$ cat src/rtl/exec_unit_param_if.sv
// Issue/CDB bus between a dispatch stage and exec_unit_param.
// The master side issues work and consumes broadcasts; the slave side is the exec unit.
interface exec_unit_param_if #(
  parameter int DW    = 8,
  parameter int ROB_W = 3,
  parameter int RS_W  = 3,
  parameter int RD_W  = 4
);
  logic              flush;
  logic              issue_valid;
  logic [3:0]        issue_func;
  logic [DW-1:0]     issue_a;
  logic [DW-1:0]     issue_b;
  logic [ROB_W-1:0]  issue_rob;
  logic [RD_W-1:0]   issue_rd;
  logic [RS_W-1:0]   issue_rs;
  logic              issue_ready_alu;
  logic              issue_ready_mul;
  logic              issue_ready_div;
  logic              illegal_func;
  logic              cdb_valid;
  logic [2*DW-1:0]   cdb_data;
  logic [ROB_W-1:0]  cdb_rob;
  logic [RD_W-1:0]   cdb_rd;
  logic [RS_W-1:0]   cdb_rs;
  logic [1:0]        cdb_unit;
  logic              cdb_dz;

  modport master (
    output flush, issue_valid, issue_func, issue_a, issue_b,
           issue_rob, issue_rd, issue_rs,
    input  issue_ready_alu, issue_ready_mul, issue_ready_div, illegal_func,
           cdb_valid, cdb_data, cdb_rob, cdb_rd, cdb_rs, cdb_unit, cdb_dz
  );

  modport slave (
    input  flush, issue_valid, issue_func, issue_a, issue_b,
           issue_rob, issue_rd, issue_rs,
    output issue_ready_alu, issue_ready_mul, issue_ready_div, illegal_func,
           cdb_valid, cdb_data, cdb_rob, cdb_rd, cdb_rs, cdb_unit, cdb_dz
  );
endinterface

$ cat src/rtl/exec_unit_param.sv
// Execution cluster with a single issue port feeding three units: a one-cycle
// ADD/SUB ALU, a MUL_LAT-deep pipelined multiplier and a DW-cycle restoring
// divider. Each unit owns one holding register; a fixed-priority arbiter
// (DIV > MUL > ALU) picks which holding register drives the common data bus.
module exec_unit_param #(
  parameter int DW      = 8,
  parameter int ROB_W   = 3,
  parameter int RS_W    = 3,
  parameter int RD_W    = 4,
  parameter int MUL_LAT = 3
) (
  input logic clk,
  input logic rst,
  exec_unit_param_if.slave bus
);

  localparam logic [3:0] FUNC_ADD = 4'b0000;
  localparam logic [3:0] FUNC_SUB = 4'b0001;
  localparam logic [3:0] FUNC_MUL = 4'b0010;
  localparam logic [3:0] FUNC_DIV = 4'b0011;

  localparam logic [1:0] UNIT_ALU = 2'd0;
  localparam logic [1:0] UNIT_MUL = 2'd1;
  localparam logic [1:0] UNIT_DIV = 2'd2;

  localparam int CW = (DW > 1) ? $clog2(DW) : 1;
  localparam logic [CW-1:0] DIV_LAST = CW'(DW - 1);

  typedef enum logic [1:0] {
    DIV_IDLE,
    DIV_BUSY,
    DIV_DONE
  } div_state_t;

  // Opcode decode
  logic is_alu, is_mul, is_div, is_illegal;

  // Handshake and arbitration
  logic ready_alu, ready_mul, ready_div;
  logic accept_alu, accept_mul, accept_div;
  logic grant_alu, grant_mul, grant_div;
  logic mul_stall;

  // ALU datapath and holding register
  logic [DW:0]       alu_sum;
  logic [DW:0]       alu_diff;
  logic [2*DW-1:0]   alu_result;
  logic              alu_hold_valid;
  logic [2*DW-1:0]   alu_hold_data;
  logic [ROB_W-1:0]  alu_hold_rob;
  logic [RD_W-1:0]   alu_hold_rd;
  logic [RS_W-1:0]   alu_hold_rs;

  // Multiplier pipeline and holding register
  logic [2*DW-1:0]   mul_product;
  logic [MUL_LAT-1:0] mul_s_valid;
  logic [2*DW-1:0]   mul_s_prod [MUL_LAT];
  logic [ROB_W-1:0]  mul_s_rob  [MUL_LAT];
  logic [RD_W-1:0]   mul_s_rd   [MUL_LAT];
  logic [RS_W-1:0]   mul_s_rs   [MUL_LAT];
  logic              mul_hold_valid;
  logic [2*DW-1:0]   mul_hold_data;
  logic [ROB_W-1:0]  mul_hold_rob;
  logic [RD_W-1:0]   mul_hold_rd;
  logic [RS_W-1:0]   mul_hold_rs;

  // Divider state; in DONE the rem/quo working registers are the holding register
  div_state_t        div_state;
  logic [CW-1:0]     div_cnt;
  logic [DW-1:0]     div_rem;
  logic [DW-1:0]     div_quo;
  logic [DW-1:0]     div_divisor;
  logic              div_dz;
  logic [ROB_W-1:0]  div_rob;
  logic [RD_W-1:0]   div_rd;
  logic [RS_W-1:0]   div_rs;
  logic              div_busy;
  logic              div_hold_valid;
  logic [DW:0]       div_shift;
  logic              div_ge;
  logic [DW-1:0]     div_diff;
  logic [DW-1:0]     div_rem_next;
  logic [DW-1:0]     div_quo_next;

  // Broadcast mux outputs
  logic              cdb_valid_c;
  logic [2*DW-1:0]   cdb_data_c;
  logic [ROB_W-1:0]  cdb_rob_c;
  logic [RD_W-1:0]   cdb_rd_c;
  logic [RS_W-1:0]   cdb_rs_c;
  logic [1:0]        cdb_unit_c;
  logic              cdb_dz_c;
  logic              illegal_q;

  // Classify the presented opcode; anything outside 0000-0011 is illegal
  always_comb begin
    is_alu     = (bus.issue_func == FUNC_ADD) || (bus.issue_func == FUNC_SUB);
    is_mul     = (bus.issue_func == FUNC_MUL);
    is_div     = (bus.issue_func == FUNC_DIV);
    is_illegal = !(is_alu || is_mul || is_div);
  end

  // Fixed priority DIV > MUL > ALU; the multiplier stalls only when its output
  // stage has a result to hand over and its holding register cannot drain
  always_comb begin
    div_busy       = (div_state == DIV_BUSY);
    div_hold_valid = (div_state == DIV_DONE);
    grant_div      = div_hold_valid;
    grant_mul      = mul_hold_valid && !div_hold_valid;
    grant_alu      = alu_hold_valid && !div_hold_valid && !mul_hold_valid;
    mul_stall      = mul_s_valid[MUL_LAT-1] && mul_hold_valid && !grant_mul;
  end

  // Per-unit ready; reset and flush close every unit so nothing is accepted
  always_comb begin
    ready_alu  = !rst && !bus.flush && (!alu_hold_valid || grant_alu);
    ready_mul  = !rst && !bus.flush && !mul_stall;
    ready_div  = !rst && !bus.flush && !div_busy && !div_hold_valid;
    accept_alu = bus.issue_valid && is_alu && ready_alu;
    accept_mul = bus.issue_valid && is_mul && ready_mul;
    accept_div = bus.issue_valid && is_div && ready_div;
  end

  assign bus.issue_ready_alu = ready_alu;
  assign bus.issue_ready_mul = ready_mul;
  assign bus.issue_ready_div = ready_div;

  // ALU arithmetic: carry/borrow lands in bit DW, upper half stays zero
  always_comb begin
    alu_sum    = {1'b0, bus.issue_a} + {1'b0, bus.issue_b};
    alu_diff   = {1'b0, bus.issue_a} - {1'b0, bus.issue_b};
    alu_result = (bus.issue_func == FUNC_SUB) ? (2*DW)'(alu_diff) : (2*DW)'(alu_sum);
    mul_product = (2*DW)'(bus.issue_a) * (2*DW)'(bus.issue_b);
  end

  // ALU holding register: reload on accept, otherwise drain when granted
  always_ff @(posedge clk) begin
    if (rst || bus.flush) begin
      alu_hold_valid <= 1'b0;
    end else if (accept_alu) begin
      alu_hold_valid <= 1'b1;
      alu_hold_data  <= alu_result;
      alu_hold_rob   <= bus.issue_rob;
      alu_hold_rd    <= bus.issue_rd;
      alu_hold_rs    <= bus.issue_rs;
    end else if (grant_alu) begin
      alu_hold_valid <= 1'b0;
    end
  end

  // Multiplier pipeline: the whole pipe and its holding register freeze on stall
  always_ff @(posedge clk) begin
    if (rst || bus.flush) begin
      mul_s_valid    <= '0;
      mul_hold_valid <= 1'b0;
    end else if (!mul_stall) begin
      mul_s_valid[0] <= accept_mul;
      if (accept_mul) begin
        mul_s_prod[0] <= mul_product;
        mul_s_rob[0]  <= bus.issue_rob;
        mul_s_rd[0]   <= bus.issue_rd;
        mul_s_rs[0]   <= bus.issue_rs;
      end
      for (int i = 1; i < MUL_LAT; i++) begin
        mul_s_valid[i] <= mul_s_valid[i-1];
        mul_s_prod[i]  <= mul_s_prod[i-1];
        mul_s_rob[i]   <= mul_s_rob[i-1];
        mul_s_rd[i]    <= mul_s_rd[i-1];
        mul_s_rs[i]    <= mul_s_rs[i-1];
      end
      if (mul_s_valid[MUL_LAT-1]) begin
        mul_hold_valid <= 1'b1;
        mul_hold_data  <= mul_s_prod[MUL_LAT-1];
        mul_hold_rob   <= mul_s_rob[MUL_LAT-1];
        mul_hold_rd    <= mul_s_rd[MUL_LAT-1];
        mul_hold_rs    <= mul_s_rs[MUL_LAT-1];
      end else if (grant_mul) begin
        mul_hold_valid <= 1'b0;
      end
    end
  end

  // One restoring-division step; a zero divisor naturally yields all-ones
  // quotient and remainder equal to the dividend
  always_comb begin
    div_shift    = {div_rem, div_quo[DW-1]};
    div_ge       = (div_shift >= {1'b0, div_divisor});
    div_diff     = div_shift[DW-1:0] - div_divisor;
    div_rem_next = div_ge ? div_diff : div_shift[DW-1:0];
    div_quo_next = {div_quo[DW-2:0], div_ge};
  end

  // Divider FSM: IDLE -> BUSY for DW steps -> DONE until granted
  always_ff @(posedge clk) begin
    if (rst || bus.flush) begin
      div_state <= DIV_IDLE;
    end else begin
      case (div_state)
        DIV_IDLE: begin
          if (accept_div) begin
            div_state   <= DIV_BUSY;
            div_rem     <= '0;
            div_quo     <= bus.issue_a;
            div_divisor <= bus.issue_b;
            div_dz      <= (bus.issue_b == '0);
            div_cnt     <= '0;
            div_rob     <= bus.issue_rob;
            div_rd      <= bus.issue_rd;
            div_rs      <= bus.issue_rs;
          end
        end
        DIV_BUSY: begin
          div_rem <= div_rem_next;
          div_quo <= div_quo_next;
          div_cnt <= div_cnt + CW'(1);
          if (div_cnt == DIV_LAST) begin
            div_state <= DIV_DONE;
          end
        end
        DIV_DONE: begin
          if (grant_div) begin
            div_state <= DIV_IDLE;
          end
        end
        default: div_state <= DIV_IDLE;
      endcase
    end
  end

  // Illegal opcodes are swallowed and flagged for exactly one cycle
  always_ff @(posedge clk) begin
    if (rst) begin
      illegal_q <= 1'b0;
    end else begin
      illegal_q <= bus.issue_valid && is_illegal && !bus.flush;
    end
  end

  assign bus.illegal_func = illegal_q;

  // Drive the broadcast bus from the winning holding register, zero otherwise
  always_comb begin
    cdb_valid_c = 1'b0;
    cdb_data_c  = '0;
    cdb_rob_c   = '0;
    cdb_rd_c    = '0;
    cdb_rs_c    = '0;
    cdb_unit_c  = UNIT_ALU;
    cdb_dz_c    = 1'b0;
    if (grant_div) begin
      cdb_valid_c = 1'b1;
      cdb_data_c  = {div_rem, div_quo};
      cdb_rob_c   = div_rob;
      cdb_rd_c    = div_rd;
      cdb_rs_c    = div_rs;
      cdb_unit_c  = UNIT_DIV;
      cdb_dz_c    = div_dz;
    end else if (grant_mul) begin
      cdb_valid_c = 1'b1;
      cdb_data_c  = mul_hold_data;
      cdb_rob_c   = mul_hold_rob;
      cdb_rd_c    = mul_hold_rd;
      cdb_rs_c    = mul_hold_rs;
      cdb_unit_c  = UNIT_MUL;
    end else if (grant_alu) begin
      cdb_valid_c = 1'b1;
      cdb_data_c  = alu_hold_data;
      cdb_rob_c   = alu_hold_rob;
      cdb_rd_c    = alu_hold_rd;
      cdb_rs_c    = alu_hold_rs;
      cdb_unit_c  = UNIT_ALU;
    end
  end

  assign bus.cdb_valid = cdb_valid_c;
  assign bus.cdb_data  = cdb_data_c;
  assign bus.cdb_rob   = cdb_rob_c;
  assign bus.cdb_rd    = cdb_rd_c;
  assign bus.cdb_rs    = cdb_rs_c;
  assign bus.cdb_unit  = cdb_unit_c;
  assign bus.cdb_dz    = cdb_dz_c;

endmodule

$ cat src/flat_wrapper.sv
// flat-port wrapper written by rule: the top's interface ports become plain ports
module exec_unit_param_flat 
#(
  parameter int DW      = 8,
  parameter int ROB_W   = 3,
  parameter int RS_W    = 3,
  parameter int RD_W    = 4,
  parameter int MUL_LAT = 3
)
  (clk, rst, bus_flush, bus_issue_valid, bus_issue_func, bus_issue_a, bus_issue_b, bus_issue_rob, bus_issue_rd, bus_issue_rs, bus_issue_ready_alu, bus_issue_ready_mul, bus_issue_ready_div, bus_illegal_func, bus_cdb_valid, bus_cdb_data, bus_cdb_rob, bus_cdb_rd, bus_cdb_rs, bus_cdb_unit, bus_cdb_dz);
  exec_unit_param_if #(.DW(DW), .ROB_W(ROB_W), .RS_W(RS_W), .RD_W(RD_W)) bus_i ();
  input logic clk;
  input logic rst;
  input wire logic [$bits(bus_i.flush)-1:0] bus_flush;
  input wire logic [$bits(bus_i.issue_valid)-1:0] bus_issue_valid;
  input wire logic [$bits(bus_i.issue_func)-1:0] bus_issue_func;
  input wire logic [$bits(bus_i.issue_a)-1:0] bus_issue_a;
  input wire logic [$bits(bus_i.issue_b)-1:0] bus_issue_b;
  input wire logic [$bits(bus_i.issue_rob)-1:0] bus_issue_rob;
  input wire logic [$bits(bus_i.issue_rd)-1:0] bus_issue_rd;
  input wire logic [$bits(bus_i.issue_rs)-1:0] bus_issue_rs;
  output wire logic [$bits(bus_i.issue_ready_alu)-1:0] bus_issue_ready_alu;
  output wire logic [$bits(bus_i.issue_ready_mul)-1:0] bus_issue_ready_mul;
  output wire logic [$bits(bus_i.issue_ready_div)-1:0] bus_issue_ready_div;
  output wire logic [$bits(bus_i.illegal_func)-1:0] bus_illegal_func;
  output wire logic [$bits(bus_i.cdb_valid)-1:0] bus_cdb_valid;
  output wire logic [$bits(bus_i.cdb_data)-1:0] bus_cdb_data;
  output wire logic [$bits(bus_i.cdb_rob)-1:0] bus_cdb_rob;
  output wire logic [$bits(bus_i.cdb_rd)-1:0] bus_cdb_rd;
  output wire logic [$bits(bus_i.cdb_rs)-1:0] bus_cdb_rs;
  output wire logic [$bits(bus_i.cdb_unit)-1:0] bus_cdb_unit;
  output wire logic [$bits(bus_i.cdb_dz)-1:0] bus_cdb_dz;
  assign bus_i.flush = bus_flush;
  assign bus_i.issue_valid = bus_issue_valid;
  assign bus_i.issue_func = bus_issue_func;
  assign bus_i.issue_a = bus_issue_a;
  assign bus_i.issue_b = bus_issue_b;
  assign bus_i.issue_rob = bus_issue_rob;
  assign bus_i.issue_rd = bus_issue_rd;
  assign bus_i.issue_rs = bus_issue_rs;
  assign bus_issue_ready_alu = bus_i.issue_ready_alu;
  assign bus_issue_ready_mul = bus_i.issue_ready_mul;
  assign bus_issue_ready_div = bus_i.issue_ready_div;
  assign bus_illegal_func = bus_i.illegal_func;
  assign bus_cdb_valid = bus_i.cdb_valid;
  assign bus_cdb_data = bus_i.cdb_data;
  assign bus_cdb_rob = bus_i.cdb_rob;
  assign bus_cdb_rd = bus_i.cdb_rd;
  assign bus_cdb_rs = bus_i.cdb_rs;
  assign bus_cdb_unit = bus_i.cdb_unit;
  assign bus_cdb_dz = bus_i.cdb_dz;
  exec_unit_param #(.DW(DW), .ROB_W(ROB_W), .RS_W(RS_W), .RD_W(RD_W), .MUL_LAT(MUL_LAT)) u_core (.clk(clk), .rst(rst), .bus(bus_i));
endmodule
$ cat config.mk
export PLATFORM = sky130hd
export DESIGN_NAME = exec_unit_param_flat
export DESIGN_NICKNAME = d
export VERILOG_FILES = /design/src/rtl/exec_unit_param_if.sv /design/src/rtl/exec_unit_param.sv /design/src/flat_wrapper.sv
export SDC_FILE = /design/constraint.sdc
export NUM_CORES = 1
export LEC_CHECK = 0
export BUFFER_PORTS_ARGS = -buffer_cell sky130_fd_sc_hd__buf_4
export CELL_PAD_IN_SITES_DETAIL_PLACEMENT = 1
export CELL_PAD_IN_SITES_GLOBAL_PLACEMENT = 1
export CORE_MARGIN = 10
export CORE_UTILIZATION = 50
export DETAILED_ROUTE_END_ITERATION = 12
export PLACE_DENSITY = 0.79
export SKIP_CTS_REPAIR_TIMING = 1
export SLEW_MARGIN = 20
export SYNTH_ARGS = -nofsm -noshare
export SYNTH_HDL_FRONTEND = slang
export SYNTH_SLANG_ARGS = --single-unit
$ cat constraint.sdc
create_clock -name clk -period 6.11 [get_ports clk]
set_clock_uncertainty 0.1 [all_clocks]
set_input_delay 0 -clock clk [delete_from_list [all_inputs] [get_ports clk]]
set_output_delay 0 -clock clk [all_outputs]
set_load 0.01 [all_outputs]
==> run summary, run 1 <==
=====================================================================================================
Number of ports placed on the die boundary                                                         68
Power Density                                                                              288 nW/um2
CTS H-tree lvls                                                                                     4
Type of origin of the critical path                                                         input pin
Clock-pin slew on the worst setup and hold paths                                              0.07 ns
Number of hold-slack violations in the final timing report                                          0
Share of synthesized area spent on multiplexers                                                0.348%
Critical path type                                                                          in -> reg
Minimum setup slack among reg-to-reg paths                                                    3.07 ns
Post-Synth Simple-Gate Area                                                                     11.8%
Crit Reg-Reg Endpoint                                                                    u_core.mul_hold_data[7]
Leakage power summed over all cells                                                           4.21 nW
CP max-delay cell                                                                        sky130_fd_sc_hd__dlygate4sd3_1
Hold path startpoint                                                                     bus_issue_func[0]
Gr usage total                                                                                  19.6%
Mean routed wirelength per cell                                                               22.4 um
Post-synthesis instance total                                                                     730
Die Y                                                                                          154 um
Fin Hold WS                                                                                 0.0261 ns
Post-layout net count                                                                             961
Cell depth of the worst min-delay path                                                              4
Class of the most critical hold timing path                                                 in -> reg
CP Data Required Time                                                                         6.19 ns
Top metal layer carrying routed signals                                                          met4
Worst-case vdd ir drop                                                                       0.242 mV
Ant. Diodes                                                                                         0
Wire length of the first global-routing pass                                                 36400 um
Total negative slack for setup checks                                                            0 ns
Post-route insts no fill                                                                         1071
Initial antenna violation count                                                                     0
Post-detailed-route DRC marker count                                                                0
Number of distinct library cells after synthesis                                                   56
Design Power                                                                                  3.09 mW
DR pass1 iterations                                                                                 5
Worst-Skew Late Latency                                                                       0.43 ns
Initial core utilization                                                                        51.4%
Met2 layer wire length in the routed design                                                  13000 um
Total of flip-flops plus latches after synthesis                                                  169
Compound-gate portion of the synthesized area                                                   9.74%
Combinational family with the most area after synthesis                                   adder cells
Final cycle utilization of the critical path                                                    75.1%
RD Place Congestion                                                                             0.816
Post-synthesis share of cell area spent on full adders, half adders and majority gates          16.3%
Hold-critical path endpoint                                                              u_core.mul_s_valid[0]
Arr. time, crit path                                                                          4.67 ns
Area of the die                                                                             23700 um2
Initial DRC Count                                                                                 430
Yosys warns                                                                                         0
Clock root buffer master                                                                 sky130_fd_sc_hd__clkbuf_16
Hpwl dp                                                                                      16800 um
Maximum number of pins on one net before global-route repair                                       62
Horizontal extent of the die                                                                   154 um
Stage delay of the slowest cell on the critical path                                          0.55 ns
Slew headroom                                                                                   30.3%
Fraction of registers with async set/reset                                                         0%
Layout cells sized above 1                                                                      14.5%
Placed insts                                                                                     1005
Critical path cell sequence                                                              dlygate4sd3_1, buf_4, and2_1, fa_1, inv_1, fa_1, inv_1, fa_1, inv_1, fa_1, inv_1, ha_1, and2_4, a221o_1, a21o_1, o221a_2, xor2_1
Drt via density                                                                                  5.69
Layout Area Growth over Synthesis                                                               19.2%
Number of nets with antenna violations after routing                                                0
Bufs and invs on worst path                                                                         6
Worst-case setup margin in the final layout                                                   1.52 ns
Critical path endpoint category                                                             flip-flop
Nets in the synthesized netlist                                                                   858
Register area share after synthesis                                                             55.6%
EDFF count, synth                                                                                 161
Startpoint of the worst-slack reg-to-reg timing path                                     u_core.div_state[1]
CTS Buffer Depth                                                                                    2
CTS tree                                                                                        built
Number of global-route vias before repair                                                        6360
Final number of max-transition violations                                                           0
Fmax                                                                                          218 MHz
Number of placement rows                                                                           48
Critical Path Stages                                                                               17
Synth Area in XOR/XNOR                                                                          2.34%
Unrepaired setup endpoints after global routing                                                    no
Transition time at the pin with the least slew margin                                         1.05 ns
Wire length on met1                                                                           9490 um
Most frequently used flop master after synthesis                                         sky130_fd_sc_hd__edfxtp_1
I/O Buffers                                                                                        67
Top Family by Delay on Critical Path                                                      adder cells
Wire length reported by the detailed router                                                  24000 um
Total gr overflow                                                                                   0
Core region area                                                                            17500 um2
Critical Path Fanout Max                                                                           13
Final min period                                                                              4.59 ns
Number of sinks on the clock net                                                                  169
Pre-CTS worst setup slack                                                                     1.62 ns
Vias                                                                                             6099
Outcome                                                                                  finished clean
Number of buffers added by the clock tree synthesis step                                           17
Number of max-cap violations                                                                        0
Logic depth of the worst register-to-register path                                                  6
Wire length on met3                                                                           1000 um
Mean instance size in the synthesized netlist                                                12.3 um2
Netlist area before placement                                                                8980 um2
Final number of setup-violating endpoints                                                           0
=====================================================================================================
state kept, by name (all words and copies together) (netlist names), 3 cells and up:
signal,flops
u_core.alu_hold_data,9
u_core.alu_hold_rd,4
u_core.alu_hold_rob,3
u_core.alu_hold_rs,3
u_core.div_cnt,3
u_core.div_divisor,8
u_core.div_quo,8
u_core.div_rd,4
u_core.div_rem,8
u_core.div_rob,3
u_core.div_rs,3
u_core.mul_hold_data,16
u_core.mul_hold_rd,4
u_core.mul_hold_rob,3
u_core.mul_hold_rs,3
u_core.mul_s_prod,48
u_core.mul_s_rd,12
u_core.mul_s_rob,9
u_core.mul_s_rs,9
u_core.mul_s_valid,3
Yosys cell counts, drive strengths merged (2+ instances only):
cell type	count	area (um2)
a211oi	8	70.1
a21o	6	45.0
a21oi	29	145
a221oi	3	26.3
a22oi	17	128
a31oi	3	25.0
and2	54	340
and3	3	18.8
buf	4	22.5
clkbuf	21	78.8
dfxtp	8	160
edfxtp	161	4830
fa	38	761
ha	56	701
inv	66	248
mux2i	2	20.0
nand2	80	300
nand2b	8	50.1
nand3	11	55.1
nor2	31	116
nor2b	10	62.6
nor3	11	55.1
nor4	3	18.8
o211ai	2	15.0
o21a	2	15.0
o21ai	41	205
o311ai	3	26.3
o41ai	3	33.8
or3	2	12.5
xnor2	18	158
xor2	6	52.6
logic make-up after synthesis:
| family | Yosys count |
|---|---|
| and+or+nand+nor | 217 |
| DFF | 169 |
| AOI/OAI and AO/OA | 132 |
| adders and majority gates | 94 |
| buffers and inverters | 91 |
| xor gates and xnor gates | 24 |
| muxes | 3 |
tightest hold or removal path: stages:
cell and delay, ns:
sky130_fd_sc_hd__buf_4 0.11, sky130_fd_sc_hd__nor2_1 0.09, sky130_fd_sc_hd__mux2i_1 0.20, sky130_fd_sc_hd__nor2_1 0.10
placed cells by master (no fill, tap or decap), types with 5 or more instances in the layout:
cell	netlist	routed
sky130_fd_sc_hd__clkinv_8	0	5
sky130_fd_sc_hd__a21o_1	6	6
sky130_fd_sc_hd__dfxtp_1	8	8
sky130_fd_sc_hd__nand2b_1	8	8
sky130_fd_sc_hd__a21oi_1	29	29
sky130_fd_sc_hd__nor2_1	31	31
sky130_fd_sc_hd__clkbuf_16	0	17
sky130_fd_sc_hd__inv_8	0	5
sky130_fd_sc_hd__o21ai_0	41	41
sky130_fd_sc_hd__a211oi_1	6	5
sky130_fd_sc_hd__fa_1	38	38
sky130_fd_sc_hd__xor2_1	6	6
sky130_fd_sc_hd__and2_1	53	53
sky130_fd_sc_hd__nand3_1	11	11
sky130_fd_sc_hd__nand2_1	80	80
sky130_fd_sc_hd__a22oi_1	17	17
sky130_fd_sc_hd__xnor2_1	18	18
sky130_fd_sc_hd__edfxtp_1	161	161
sky130_fd_sc_hd__nor2b_1	10	9
sky130_fd_sc_hd__inv_1	66	66
sky130_fd_sc_hd__buf_4	1	75
sky130_fd_sc_hd__ha_1	56	56
sky130_fd_sc_hd__nor3_1	11	11
sky130_fd_sc_hd__dlygate4sd3_1	0	34
how the worst max path moves through the flow:
stage                                     endpoint                  start
after global placement    u_core.mul_s_prod[0][12]         bus_issue_a[3]
after floorplan            u_core.mul_s_prod[0][0]  u_core.mul_hold_valid
after global routing      u_core.mul_s_prod[0][12]         bus_issue_b[4]
after CTS                 u_core.mul_s_prod[0][12]         bus_issue_a[3]
after detailed placement  u_core.mul_s_prod[0][12]         bus_issue_a[3]
final                     u_core.mul_s_prod[0][12]         bus_issue_b[4]
power breakdown:
group	leakage [nW]	switching, mW	total (mW)	internal, mW
sequential	1.53	0.00414	1.31	1.31
clock	0.288	0.519	1.07	0.554
combinational	2.39	0.395	0.701	0.306
area by class of cell:
type / instances / area, um2
Fill cell: 1771 / 6780
Sequential cell: 169 / 4990
Multi-Input combinational cell: 470 / 3670
Timing Repair Buffer: 109 / 903
Clock buffer: 17 / 425
Tap cell: 225 / 282
Inverter: 66 / 248
Clock inverter: 15 / 179
stage by stage:
step / utilization, % / area (um2)
after floorplan: - / 8980
after detailed placement: 55.8 / 9760
after global routing: 61.2 / 10700
after global placement: 55.8 / 9760
after CTS: 59.3 / 10400
final: 61.2 / 10700
layer usage:
| metal | vias to the layer above | track usage (%) |
|---|---|---|
| met5 | - | 0 |
| met4 | 0 | 5.35 |
| met3 | 33 | 3.74 |
| met2 | 175 | 35.5 |
| met1 | 3098 | 23.0 |
| li1 | 2793 | - |
Power figures use the tool's default switching activity.
==> run 2: changes to the inputs <==
--- a/config.mk
+++ b/config.mk
@@ -9,9 +9,9 @@
 export CELL_PAD_IN_SITES_DETAIL_PLACEMENT = 1
 export CELL_PAD_IN_SITES_GLOBAL_PLACEMENT = 1
 export CORE_MARGIN = 10
-export CORE_UTILIZATION = 50
+export CORE_UTILIZATION = 45
 export DETAILED_ROUTE_END_ITERATION = 12
-export PLACE_DENSITY = 0.79
+export PLACE_DENSITY = 0.75
 export SKIP_CTS_REPAIR_TIMING = 1
 export SLEW_MARGIN = 20
 export SYNTH_ARGS = -nofsm -noshare
==> constraint.sdc (replaced) <==
create_clock -name clk -period 4 [get_ports clk]
set_clock_uncertainty 0.1 [all_clocks]
set_input_delay 0 -clock clk [delete_from_list [all_inputs] [get_ports clk]]
set_output_delay 0 -clock clk [all_outputs]
set_load 0.01 [all_outputs]
==> run 2 against run 1 <==
The flow now finishes with violations (hold timing); sequential share of layout area shrank 1.2 points; power grew 57%; combinational power grew 73%; routed wire length shrank 1.8%; count of clock-buffer cells in the layout is the same; clock power grew 51%; register-to-register slack lost 1.6 ns; hold slack lost 0.048 ns.
==> run summary, run 2 (synthesis gave the netlist of run 1 again) <==
===========================================================================
Outcome                                                        finished, violations left
Violations in the final reports                                 hold timing
Design Power                                                        4.83 mW
Number of ports placed on the die boundary                               68
Unrepaired setup endpoints after global routing                          no
RD Place Congestion                                                   0.860
Gr usage total                                                        18.2%
Number of nets with antenna violations after routing                      0
Maximum number of pins on one net before global-route repair             57
Post-layout net count                                                   987
CP Data Required Time                                               4.08 ns
Initial antenna violation count                                           1
Critical Path Fanout Max                                                  6
CTS H-tree lvls                                                           4
Ant. Diodes                                                               0
Leakage power summed over all cells                                 4.36 nW
Post-Place Cell Area                                              10100 um2
Drt via density                                                        5.31
Area of the die                                                   26000 um2
Vias                                                                   6033
Final number of setup-violating endpoints                                 0
Final min period                                                    3.70 ns
Total gr overflow                                                         0
Power Density                                                    440 nW/um2
Post-route insts no fill                                               1137
Top flop regs                                                  u_core.mul_s_prod (48), u_core.mul_hold_data (16), u_core.mul_s_rd (12)
Critical path type                                                in -> reg
Initial core utilization                                              46.0%
Clock-pin slew on the worst setup and hold paths                    0.07 ns
Post-detailed-route DRC marker count                                      0
Class of the most critical hold timing path                       in -> reg
Mean routed wirelength per cell                                     20.8 um
DR pass1 iterations                                                       4
Post-Route Utilization                                                56.3%
Clock root buffer master                                       sky130_fd_sc_hd__clkbuf_16
Horizontal extent of the die                                         161 um
Number of hold-slack violations in the final timing report                3
Logic depth of the worst register-to-register path                        6
Total negative slack for setup checks                                  0 ns
I/O Buffers                                                              67
Core region area                                                  19500 um2
Post-route cell area                                              11000 um2
Number of placement rows                                                 51
Die Y                                                                161 um
Cell depth of the worst min-delay path                                    4
Fill cell count                                                        2000
Most frequent cells in the layout                              161 x sky130_fd_sc_hd__edfxtp_1, 101 x sky130_fd_sc_hd__buf_4, 80 x sky130_fd_sc_hd__nand2_1, 65 x sky130_fd_sc_hd__inv_1, 54 x sky130_fd_sc_hd__ha_1
Final cycle utilization of the critical path                          92.5%
Layout Area Growth over Synthesis                                     22.3%
Initial DRC Count                                                       302
Slew headroom                                                         31.0%
Type of origin of the critical path                               input pin
Most common cell after layout, fill and taps aside             sky130_fd_sc_hd__edfxtp_1
Fin Hold WS                                                      -0.0222 ns
Worst-case vdd ir drop                                             0.283 mV
Number of global-route vias before repair                              6657
Fmax                                                                270 MHz
Placed insts                                                           1072
Arr. time, crit path                                                3.78 ns
Layout cells sized above 1                                            17.8%
CTS Buffer Depth                                                          2
Register with the most flip-flops                              u_core.mul_s_prod
Number of sinks on the clock net                                        169
Wire length of the first global-routing pass                       36800 um
Wire length reported by the detailed router                        23600 um
Number of max-cap violations                                              0
Pre-CTS worst setup slack                                         -0.175 ns
Final number of max-transition violations                                 0
Critical path endpoint category                                   flip-flop
Max FFs per register                                                     48
Transition time at the pin with the least slew margin               1.03 ns
Worst-case setup margin in the final layout                        0.299 ns
CTS tree                                                              built
Number of buffers added by the clock tree synthesis step                 17
Hpwl dp                                                            17500 um
Worst-Skew Late Latency                                             0.43 ns
===========================================================================
[run 2: changes by cell type in the layout (fill, tap and decap cells not counted), sizes merged]
cell / delta
buf: +27
clkinvlp: -2
dlygate4sd3: -1
inv: +2
[run 2: power breakdown]
group	internal, mW	switching, mW
sequential	2.00	0.00567
clock	0.846	0.771
combinational	0.551	0.661
total	3.40	1.44
[run 2: worst max-delay path: stages]
cell                       delay, ns
sky130_fd_sc_hd__buf_4          0.14
sky130_fd_sc_hd__and2_4         0.14
sky130_fd_sc_hd__fa_1           0.54
sky130_fd_sc_hd__inv_1          0.05
sky130_fd_sc_hd__fa_1           0.47
sky130_fd_sc_hd__inv_1          0.05
sky130_fd_sc_hd__fa_1           0.48
sky130_fd_sc_hd__inv_1          0.05
sky130_fd_sc_hd__fa_1           0.51
sky130_fd_sc_hd__inv_2          0.05
sky130_fd_sc_hd__ha_4           0.21
sky130_fd_sc_hd__and2_4         0.14
sky130_fd_sc_hd__a221o_1        0.33
sky130_fd_sc_hd__a21o_1         0.20
sky130_fd_sc_hd__a211oi_2       0.30
sky130_fd_sc_hd__xnor2_1        0.11
[run 2: final timing paths]
check	start	endpoint	slack, ns
min	bus_issue_a[1]	u_core.div_quo[1]	-0.02
max	bus_issue_b[4]	u_core.mul_s_prod[0][14]	0.30
min reg2reg	u_core.mul_s_prod[2][8]	u_core.mul_hold_data[8]	0.32
max reg2reg	u_core.div_state[1]	u_core.mul_s_prod[0][14]	1.48
[run 2: final cells by class]
cell class / count / area [um2] / share of cell area, %
flip-flops and latches: 169 / 4990 / 45.5
multi-input cells: 470 / 3700 / 33.7
repair buffers: 135 / 1110 / 10.1
clock buffers: 17 / 425 / 3.87
well taps: 265 / 332 / 3.02
inverters: 66 / 248 / 2.25
clock inverters: 15 / 176 / 1.61
[run 2: per-layer routing]
| metal | GRT usage (%) | part of all wire, % | vias up |
|---|---|---|---|
| met3 | 2.85 | 3.1 | 27 |
| met1 | 21.3 | 42 | 3049 |
| met4 | 7.15 | 2.4 | 0 |
| met5 | 0 | 0 | - |
| li1 | - | - | 2845 |
| met2 | 32.6 | 52 | 112 |
